<file path="config.mk">
export PLATFORM = sky130hd
export DESIGN_NAME = mem_arbiter
export DESIGN_NICKNAME = d
export VERILOG_FILES = /design/src/rtl/mem_arbiter.sv
export SDC_FILE = /design/constraint.sdc
export NUM_CORES = 1
export LEC_CHECK = 0
export CAP_MARGIN = 0
export CORE_ASPECT_RATIO = 1.1
export CORE_UTILIZATION = 35
export CTS_CLUSTER_SIZE = 20
export DETAILED_ROUTE_END_ITERATION = 6
export GPL_TIMING_DRIVEN = 0
export PLACE_DENSITY = 0.79
export SKIP_LAST_GASP = 1
export SLEW_MARGIN = 20
export SYNTH_ARGS = -nofsm -noshare
export SYNTH_HDL_FRONTEND = slang
export SYNTH_SLANG_ARGS = --single-unit
</file>
<file path="constraint.sdc">
create_clock -name clk -period 2.3 [get_ports clk]
set_clock_uncertainty 0.2 [all_clocks]
set_input_delay 0.69 -clock clk [delete_from_list [all_inputs] [get_ports clk]]
set_output_delay 0.69 -clock clk [all_outputs]
set_load 0.03 [all_outputs]
</file>
<file path="src/rtl/mem_arbiter.sv">
// mem_arbiter: shares one single-port SRAM between instruction fetch and
// load/store traffic, with a one-deep deferred-fetch slot and an IF/ID
// hold buffer for the fetched instruction while the front end is stalled.
//
// Ports
//   clk, rst                  clock, synchronous active-high reset
//   stall[STALL_W-1:0]        pipeline stall bus (bit 1 = IF/ID held)
//   inst_req/inst_addr        fetch request
//   inst_rdata/inst_valid     fetch response (1 cycle after grant, or held)
//   data_req/wen/addr/wdata   load/store request (wen == 0 means read)
//   data_rdata/data_valid     load/store response (1 cycle after grant)
//   sram_en/wen/addr/wdata    SRAM command (combinational grant)
//   sram_rdata                SRAM read data, 1 cycle after sram_en
//   stallreq_arb              asserted in the cycle a fetch gets deferred
module mem_arbiter #(
    parameter int unsigned STALL_W = 6
) (
    input  logic               clk,
    input  logic               rst,
    input  logic [STALL_W-1:0] stall,
    input  logic               inst_req,
    input  logic [31:0]        inst_addr,
    output logic [31:0]        inst_rdata,
    output logic               inst_valid,
    input  logic               data_req,
    input  logic [3:0]         data_wen,
    input  logic [31:0]        data_addr,
    input  logic [31:0]        data_wdata,
    output logic [31:0]        data_rdata,
    output logic               data_valid,
    output logic               sram_en,
    output logic [3:0]         sram_wen,
    output logic [31:0]        sram_addr,
    output logic [31:0]        sram_wdata,
    input  logic [31:0]        sram_rdata,
    output logic               stallreq_arb
);

    localparam int unsigned IF_STAGE = 1;

    typedef enum logic [1:0] {
        SRC_NONE = 2'd0,
        SRC_INST = 2'd1,
        SRC_DATA = 2'd2
    } src_e;

    typedef enum logic [1:0] {
        GNT_NONE = 2'd0,
        GNT_PEND = 2'd1,
        GNT_DATA = 2'd2,
        GNT_INST = 2'd3
    } gnt_e;

    src_e        resp_src, resp_src_next;
    gnt_e        gnt;
    logic        resp_wr;
    logic        pend_v;
    logic [31:0] pend_addr;
    logic        hold_en;
    logic [31:0] hold_data;
    logic        set_pend;
    logic        if_stall;
    logic        stall_unused;

    assign if_stall     = stall[IF_STAGE];
    // Only the IF/ID bit of the stall bus matters here.
    assign stall_unused = ^stall;

    // Grant selection: a deferred fetch always wins the cycle after it lost.
    always_comb begin
        gnt           = GNT_NONE;
        set_pend      = 1'b0;
        resp_src_next = SRC_NONE;
        if (!rst) begin
            if (pend_v) begin
                gnt = GNT_PEND;
            end else if (data_req) begin
                gnt      = GNT_DATA;
                set_pend = inst_req && !if_stall;
            end else if (inst_req && !if_stall) begin
                gnt = GNT_INST;
            end
        end
        case (gnt)
            GNT_PEND, GNT_INST: resp_src_next = SRC_INST;
            GNT_DATA:           resp_src_next = SRC_DATA;
            default:            resp_src_next = SRC_NONE;
        endcase
    end

    // SRAM command driven straight from the grant.
    always_comb begin
        sram_en      = 1'b0;
        sram_wen     = 4'h0;
        sram_addr    = 32'h0;
        sram_wdata   = 32'h0;
        stallreq_arb = set_pend;
        case (gnt)
            GNT_PEND: begin
                sram_en   = 1'b1;
                sram_addr = pend_addr;
            end
            GNT_DATA: begin
                sram_en    = 1'b1;
                sram_wen   = data_wen;
                sram_addr  = data_addr;
                sram_wdata = data_wdata;
            end
            GNT_INST: begin
                sram_en   = 1'b1;
                sram_addr = inst_addr;
            end
            default: begin
                sram_en = 1'b0;
            end
        endcase
    end

    // Response source, deferred-fetch slot and IF/ID hold buffer.
    always_ff @(posedge clk) begin
        if (rst) begin
            resp_src  <= SRC_NONE;
            resp_wr   <= 1'b0;
            pend_v    <= 1'b0;
            pend_addr <= 32'h0;
            hold_en   <= 1'b0;
            hold_data <= 32'h0;
        end else begin
            resp_src <= resp_src_next;
            resp_wr  <= (gnt == GNT_DATA) && (data_wen != 4'h0);
            pend_v   <= set_pend;
            if (set_pend) begin
                pend_addr <= inst_addr;
            end
            hold_en <= if_stall;
            if (if_stall) begin
                hold_data <= inst_rdata;
            end
        end
    end

    // Response steering; a fresh fetch response is dropped while holding.
    always_comb begin
        inst_valid = 1'b0;
        inst_rdata = 32'h0;
        data_valid = 1'b0;
        data_rdata = 32'h0;
        if (hold_en) begin
            inst_valid = 1'b1;
            inst_rdata = hold_data;
        end else if (resp_src == SRC_INST) begin
            inst_valid = 1'b1;
            inst_rdata = sram_rdata;
        end
        if (resp_src == SRC_DATA) begin
            data_valid = 1'b1;
            data_rdata = resp_wr ? 32'h0 : sram_rdata;
        end
    end

endmodule

</file>
== Word-level counts from Yosys, hierarchy flattened ==
Cells that the tools add are included.
Word-level totals
  register bits after elaboration: 69
  ROM bits: 0
  word-level logic and storage cells: 36
  bits in writable memories: 0
  memories: 0
  latch bits: 0
Cells by class
  div/mod/pow operators: 0
  muxes and demuxes: 19
  $add $sub $neg: 0
  bitwise operators: 0
  multipliers: 0
  equality and inequality tests: 5
  shift operators: 0
  $lt $le $gt $ge: 0
  reductions and logical operators: 6
Operators by type and width (number)
  two-way mux 32 bit: 5
  one-hot mux 32 bit (3 select lines): 1
  two-way mux 2 bit: 4
  two-way mux 1 bit: 7
  == test 2 bit, second input constant: 3
  == test 2 x 1 -> 1 bit, second input constant: 2
  two-way mux 4 bit: 1
  one-hot mux 2 bit (2 select lines): 1
  nonzero test 4 bit: 1
  OR reduction 3 bit: 1
  logical AND 1 bit: 2
  OR reduction 2 bit: 1
  zero test 1 bit: 1

== Longest topological paths before layout ==
Gate-level depths: netlist of the first run.
  depth after elaboration: 9
  depth in mapped cells: 6
  mapped depth without buffers: 3

== Worst setup path after synthesis of the first run ==
No wires, ideal clock.
  kind: input-to-output
  from: input port rst
  to: output port sram_addr[16]
  arrival time: 2.061 ns
  stages: 6
  slack: -0.651 ns
  path buffers: 3
  required time: 1.410 ns
  cells stage by stage: buf_6 nor4b_2 buf_2 buf_4 nand3_1 a41oi_1
On the way
  word-level cells in the longest chain between the ends: 3
Ends and longest elaborated chain
  start, declared: line 19  | input logic rst,
  two-way mux 2 bit *: line 74  | if (!rst) begin
  == test 2 bit or == test 2 x 1 -> 1 bit (tied branches): line 98  | case (gnt)
  one-hot mux 32 bit (3 select lines) *: line 98
  end, declared: line 33  | output logic [31:0] sram_addr,
Every way passes the cells marked *; elsewhere a longest branch is shown, timed or not.

== Final worst setup path of the first run ==
  from: input port rst
  to: output port sram_addr[18]
The elaborated chain is that of the path after synthesis.

==> metrics, run 1 <==
Die W=around 110 um; Data required, critical path=~1400 ps; Rows=43; Final Routed Wirelength=~26000 um; insertion delay to the later sink of the worst-skew pair=between 300 and 400 ps; ANT nets after route=0; largest net degree at the start of global routing=11; Pwr Density=between 400 and 500 mW/mm2; All-Layer GR Usage=about 31%; Synth Area per Inst=between 7 and 8 um2; complex-gate fraction of the synthesized area=roughly 22%; syn nets=800; largest family of logic cells by synthesized area=simple AND/OR/NAND/NOR gates; Final Hold Vio Count=0; clock slew seen by the registers of the worst setup and hold paths=around 50 ps; DP Area=roughly 0.0084 mm2; Mapped Cells=around 660; RD Place Congestion=~0.88; Yosys warnings=0; nets@finish=~1200; multiplexer area fraction after synthesis=about 6.9%; DR iter-0 viols=694; die area=around 0.014 mm2; Setup CP Type=in2out; Worst Path Arrival=around 2000 ps; post-synthesis sequential area ratio=29.7%; violated checks=DRC, setup timing; final std cells w/o fill=1173; most common cell after layout, fill and taps aside=buf_6; Netlist cell types=29; initial antenna violation count=0; final setup violation count=around 140; post-synthesis xor/xnor area fraction=0%; Hold Slack=between 200 and 300 ps; ANT cells=0; Setup WS pre-CTS=-2040 ps; Final Power=about 4.3 mW; hpwl dp=about 15000 um; Cell Count Post-Placement=between 1000 and 1500; Most common cell on crit path=buf_6; Setup WS post-layout=-591 ps; count of pins over their slew limit=0; fin util=a little over four fifths; Hold WC Path Type=reg2reg; final worst path period need=around 2900 ps; Initial Util=36.3%; worst-margin pin slew=approximately 600 ps; die height=around 120 um; Synth Area in Simple Gates=32.9%; GRT Residual Overflow=0; post-route cell area=between 0.01 and 0.015 mm2; adder-cell share of the synthesized area=0%; CTS tree=yes; headroom to the max-slew limit=slightly below 60%; CTS Buf Count=9; DR vias=~7000; share of layout cells above drive strength 1=~47%; Top Ports=278; top_reg_cell synth=dfxtp_1; r2r setup slk=~350 ps; Core ar.=0.0128 mm2; maximum root-to-sink buffer count=2; Post-Syn Area=~0.0046 mm2; number of global-route vias before repair=6551; outcome=complete, but fails checks; #FFs+latches synth=between 60 and 70; Async SR Flop Fraction=0%; Setup Total Neg Slack=-44750 ps; global-route wire length before repair=roughly 34000 um; max_cap viols=0; commonest non-fill, non-tap cells in the layout=buf_6, nand3_1, clkdlybuf4s50_1; crit end category=primary output; wire length per cell=~22 um; CP peak stage delay=~320 ps; Max Fclk=~0.35 GHz; P_leak=3.76 nW; Worst setup SP type=input port; peak supply drop=0.338 mV; H-tree depth=3; CP max stage cell=nor4b_4; unrepaired setup endpoints after global routing=true; # DRC=20; drt first pass iters=7; clock net sink count=69; crit path max fanout=9; period utilization=126%; Vias/cell=about 6; worst-path cell chain=buf_12, nor4b_4, buf_6, buf_8, nand3_2, a41oi_4, buf_6; number of synthesized flops with an enable pin=0; number of port buffers=between 200 and 300; area delta synth->final=129%; Fillers=700; clock root buffer=clkbuf_16
## critical path: cells and delay by family
kind	cells	cell delay, ps
AND/OR/NAND/NOR	2	430
AO/OA/AOI/OAI	1	220
buffers and inverters	4	660
## final cells by class
| type | instances | area [um2] | area share, % |
|---|---|---|---|
| Inverter | 4 | 15.0 | 0.141 |
| Sequential cell | 69 | 1390 | 13.1 |
| Clock buffer | 15 | 298 | 2.79 |
| Timing Repair Buffer | 351 | 3770 | 35.4 |
| Buffer | 73 | 628 | 5.89 |
| Tap cell | 157 | 196 | 1.84 |
| Multi-Input combinational cell | 504 | 4360 | 40.9 |
## logic make-up (layout without fill, tap and decap cells)
family / count (synthesis) / in the layout
and+or+nand+nor: 309 / 309
AOI/OAI and AO/OA: 163 / 163
buffers and inverters: 85 / 443
DFF: 69 / 69
muxes: 32 / 32
## flip-flops by register name (all words and copies together) (netlist names)
name,cells
resp_src,2
pend_addr,32
pend_v,1
hold_data,32
hold_en,1
resp_wr,1
## metal layers
layer	vias to the layer above	track usage, %	share of wire (%)
li1	3089	-	-
met3	99	7.16	8.8
met1	3352	34.3	35
met5	-	0	0
met4	0	14.9	4.3
met2	476	57.1	52
## synthesized netlist by cell type, drive strengths merged (2+ instances only)
| master | count | area share (%) |
|---|---|---|
| and3 | 36 | 4.8 |
| o21ai | 33 | 4.0 |
| dfxtp | 69 | 30 |
| inv | 4 | 0.32 |
| a21oi | 65 | 7.0 |
| clkbuf | 56 | 4.5 |
| mux2i | 32 | 6.9 |
| nand2 | 65 | 5.3 |
| and2 | 32 | 4.3 |
| nor2b | 6 | 0.81 |
| a41oi | 31 | 5.8 |
| nand3 | 125 | 13 |
| nor2 | 38 | 3.1 |
| buf | 25 | 3.3 |
| o211ai | 32 | 5.2 |
| nand2b | 2 | 0.27 |
## repair_timing
item,in CTS,in global routing
hold buffers,0,0
setup endpoints to repair,164,135
cloned,9,3
pin swaps,19,30
resized for setup,967,203
buffers inserted,39,32
## power breakdown
group          switching (mW)  leakage [nW]  total (mW)  internal [mW]
Clock                   0.521         0.148        1.39          0.872
Combinational           0.868          3.05        1.70          0.829
Sequential             0.0307         0.562        1.26           1.23
## worst paths after layout
kind	from	to	cells past startpoint
setup reg to reg	pend_v$_SDFF_PP0_	pend_addr[28]$_SDFFE_PP0P_	5
setup / recovery	rst	sram_addr[18]	7
hold reg to reg	hold_data[6]$_SDFFE_PP0P_	hold_data[6]$_SDFFE_PP0P_	2
hold / removal	hold_data[6]$_SDFFE_PP0P_	hold_data[6]$_SDFFE_PP0P_	2
Power figures use the tool's default switching activity.
==> run 2, diff against run 1 <==
Settings changed: PLACE_DENSITY 0.79 to 0.78, SLEW_MARGIN 20 to default.
==> run 2 against run 1 <==
The flow still finishes with violations (DRC, setup timing). Critical path depth unchanged. Count of clock-buffer cells in the layout shrank 5. Register-to-register slack worse by 90 ps. Cell count decreased by 1.0%. Global-route usage grew 1.1 points. Worst hold slack worse by 9.9 ps. Sequential share of layout area barely moved. Via count rose by 0.56%. Setup slack worse by 17 ps. Critical path type unchanged. Largest cell class unchanged. Highest routed layer unchanged.
==> metrics, run 2 (synthesis gave the netlist of run 1 again) <==
outcome=complete, but fails checks; violated checks=DRC, setup timing; hold-critical path depth=2; Fillers=around 700; area delta synth->final=130%; peak supply drop=0.364 mV; DP Area=around 0.0084 mm2; hpwl dp=around 15000 um; Top Ports=~280; P_sw=~1.5 mW; worst-path cell chain=buf_12, nor4b_4, buf_6, clkbuf_16, nand3_2, a41oi_4, buf_6; Rows=43; clock root buffer=clkbuf_16; r2r setup slk=approximately 260 ps; Max Fclk=roughly 0.34 GHz; Final Hold Vio Count=0; initial antenna violation count=0; Hold WC Path Type=reg2reg; GRT Residual Overflow=0; Most common cell on crit path=buf_6; wire length per cell=approximately 22 um; unrepaired setup endpoints after global routing=true; RD Place Congestion=slightly below 0.9; ANT nets after route=0; insertion delay to the later sink of the worst-skew pair=between 300 and 400 ps; final worst path period need=a little under 3000 ps; CP peak stage delay=~310 ps; Setup WS pre-CTS=-1980 ps; Pwr Density=443 mW/mm2; path depth of the worst reg2reg path=6; period utilization=126%; clock net sink count=slightly below 70; reg2reg start=pend_v$_SDFF_PP0_; DR iter-0 viols=~600; reg-to-reg endpoint=pend_addr[31]$_SDFFE_PP0P_; number of global-route vias before repair=6507; Initial Util=36.3%; global-route wire length before repair=34700 um; number of port buffers=about 270; CP max stage cell=nor4b_4; largest registers=hold_data: 32 flops, pend_addr: 32 flops, resp_src: 2 flops; P_leak=roughly 3.9 nW; H-tree depth=3; Sw Share=a little under a third; # DRC=21; Worst setup SP type=input port; clock power share=a little under two fifths; commonest non-fill, non-tap cells in the layout=buf_6, nand3_1, clkdlybuf4s50_1; Vias/cell=about 6.1; post-route cell area=between 0.01 and 0.015 mm2; headroom to the max-slew limit=a little over half; Hold Path Origin=hold_data[2]$_SDFFE_PP0P_; nets@finish=around 1100; Core ar.=roughly 0.013 mm2; share of layout cells above drive strength 1=a little under half; part of the power in combinational logic=about 36%; Worst Path Buf+Inv=4; Worst Path Arrival=2020 ps; drt first pass iters=7; die height=about 120 um; Setup Total Neg Slack=-37470 ps; max_cap viols=0; CP top delay family=buffers and inverters; Hold Slack=about 250 ps; DR vias=between 7000 and 8000; Final Routed Wirelength=approximately 26000 um; count of pins over their slew limit=0; CTS Buf Count=9; Setup WS post-layout=-609 ps; Setup CP Type=in2out; maximum root-to-sink buffer count=2; sequential share of power=a little over a quarter; CTS tree=yes; largest net degree at the start of global routing=13; All-Layer GR Usage=32.3%; die area=~0.014 mm2; clock slew seen by the registers of the worst setup and hold paths=about 60 ps; ANT cells=0; Internal=about 3.3 mW; crit path max fanout=6; crit end category=primary output; most common cell after layout, fill and taps aside=buf_6; hold path endpoint=hold_data[2]$_SDFFE_PP0P_; Die W=approximately 110 um; final setup violation count=between 100 and 150; Data required, critical path=1410 ps; worst-margin pin slew=688 ps
==> run 2: cell count changes in the layout (fill, tap and decap cells not counted), sizes merged <==
cell / delta
clkdlybuf4s15: -35
buf: +26
clkbuf: -9
dlygate4sd2: -6
dlymetal6s2s: +6
bufinv: +4
clkinv: +2
==> run 2: cell type report <==
class,count,area (um2),share of cell area (%)
repair buffers,335,3640,34.1
multi-input cells,504,4330,40.5
clock buffers,10,239,2.24
clock inverters,6,134,1.25
well taps,157,196,1.84
flip-flops and latches,69,1390,13.0
inverters,4,17.5,0.164
plain buffers,76,738,6.91
==> run 2: layer usage <==
| metal | global-route usage [%] | vias up | share of wire, % |
|---|---|---|---|
| li1 | - | 3070 | - |
| met1 | 35.3 | 3330 | 34 |
| met2 | 57.6 | 529 | 51 |
| met3 | 8.94 | 126 | 8.8 |
| met4 | 16.5 | 0 | 5.6 |
| met5 | 0 | - | 0 |
==> run 2: through the flow <==
step / instances / power, mW / util (%)
6_report: 1161 / 4.74 / 83.4
5_1_grt: 1161 / 4.85 / 83.4
4_1_cts: 1146 / 4.49 / 77.3
3_5_place_dp: 1086 / 2.51 / 65.7
3_3_place_gp: 1086 / 2.50 / 65.7
2_1_floorplan: 658 / 1.93 / -
==> run 2: power groups by stage <==
stage	Combinational, mW	Sequential, mW	Clock [mW]
2_1_floorplan	0.664	1.27	0
3_3_place_gp	1.23	1.27	0
3_5_place_dp	1.23	1.27	0
4_1_cts	1.48	1.25	1.76
5_1_grt	1.77	1.26	1.83
6_report	1.71	1.25	1.77
==> run 2: worst max-delay path by stage <==
stage / cells past startpoint / slack (ps) / startpoint / endpoint
finish: 7 / -610 / stall[1] / sram_addr[3]
global route: 7 / -640 / stall[1] / sram_addr[3]
CTS: 7 / -520 / rst / sram_addr[5]
detailed placement: 6 / -1980 / data_req / sram_addr[3]
global placement: 6 / -2000 / data_req / sram_addr[3]
floorplan: 6 / -350 / rst / sram_addr[0]
==> run 2: tightest hold or removal path, delay by kind of cell, from the launching register on <==
kind	cells	cell delay, ps
DFF	1	310
AOI/OAI and AO/OA	1	50
and+or+nand+nor	1	50
==> run 2: what timing repair did <==
item | in CTS | in global routing
hold buffers | 0 | 0
gates resized for setup | 1128 | 204
gates cloned | 11 | 2
setup endpoints to repair | 163 | 135
pin swaps | 29 | 45
buffers inserted | 33 | 22
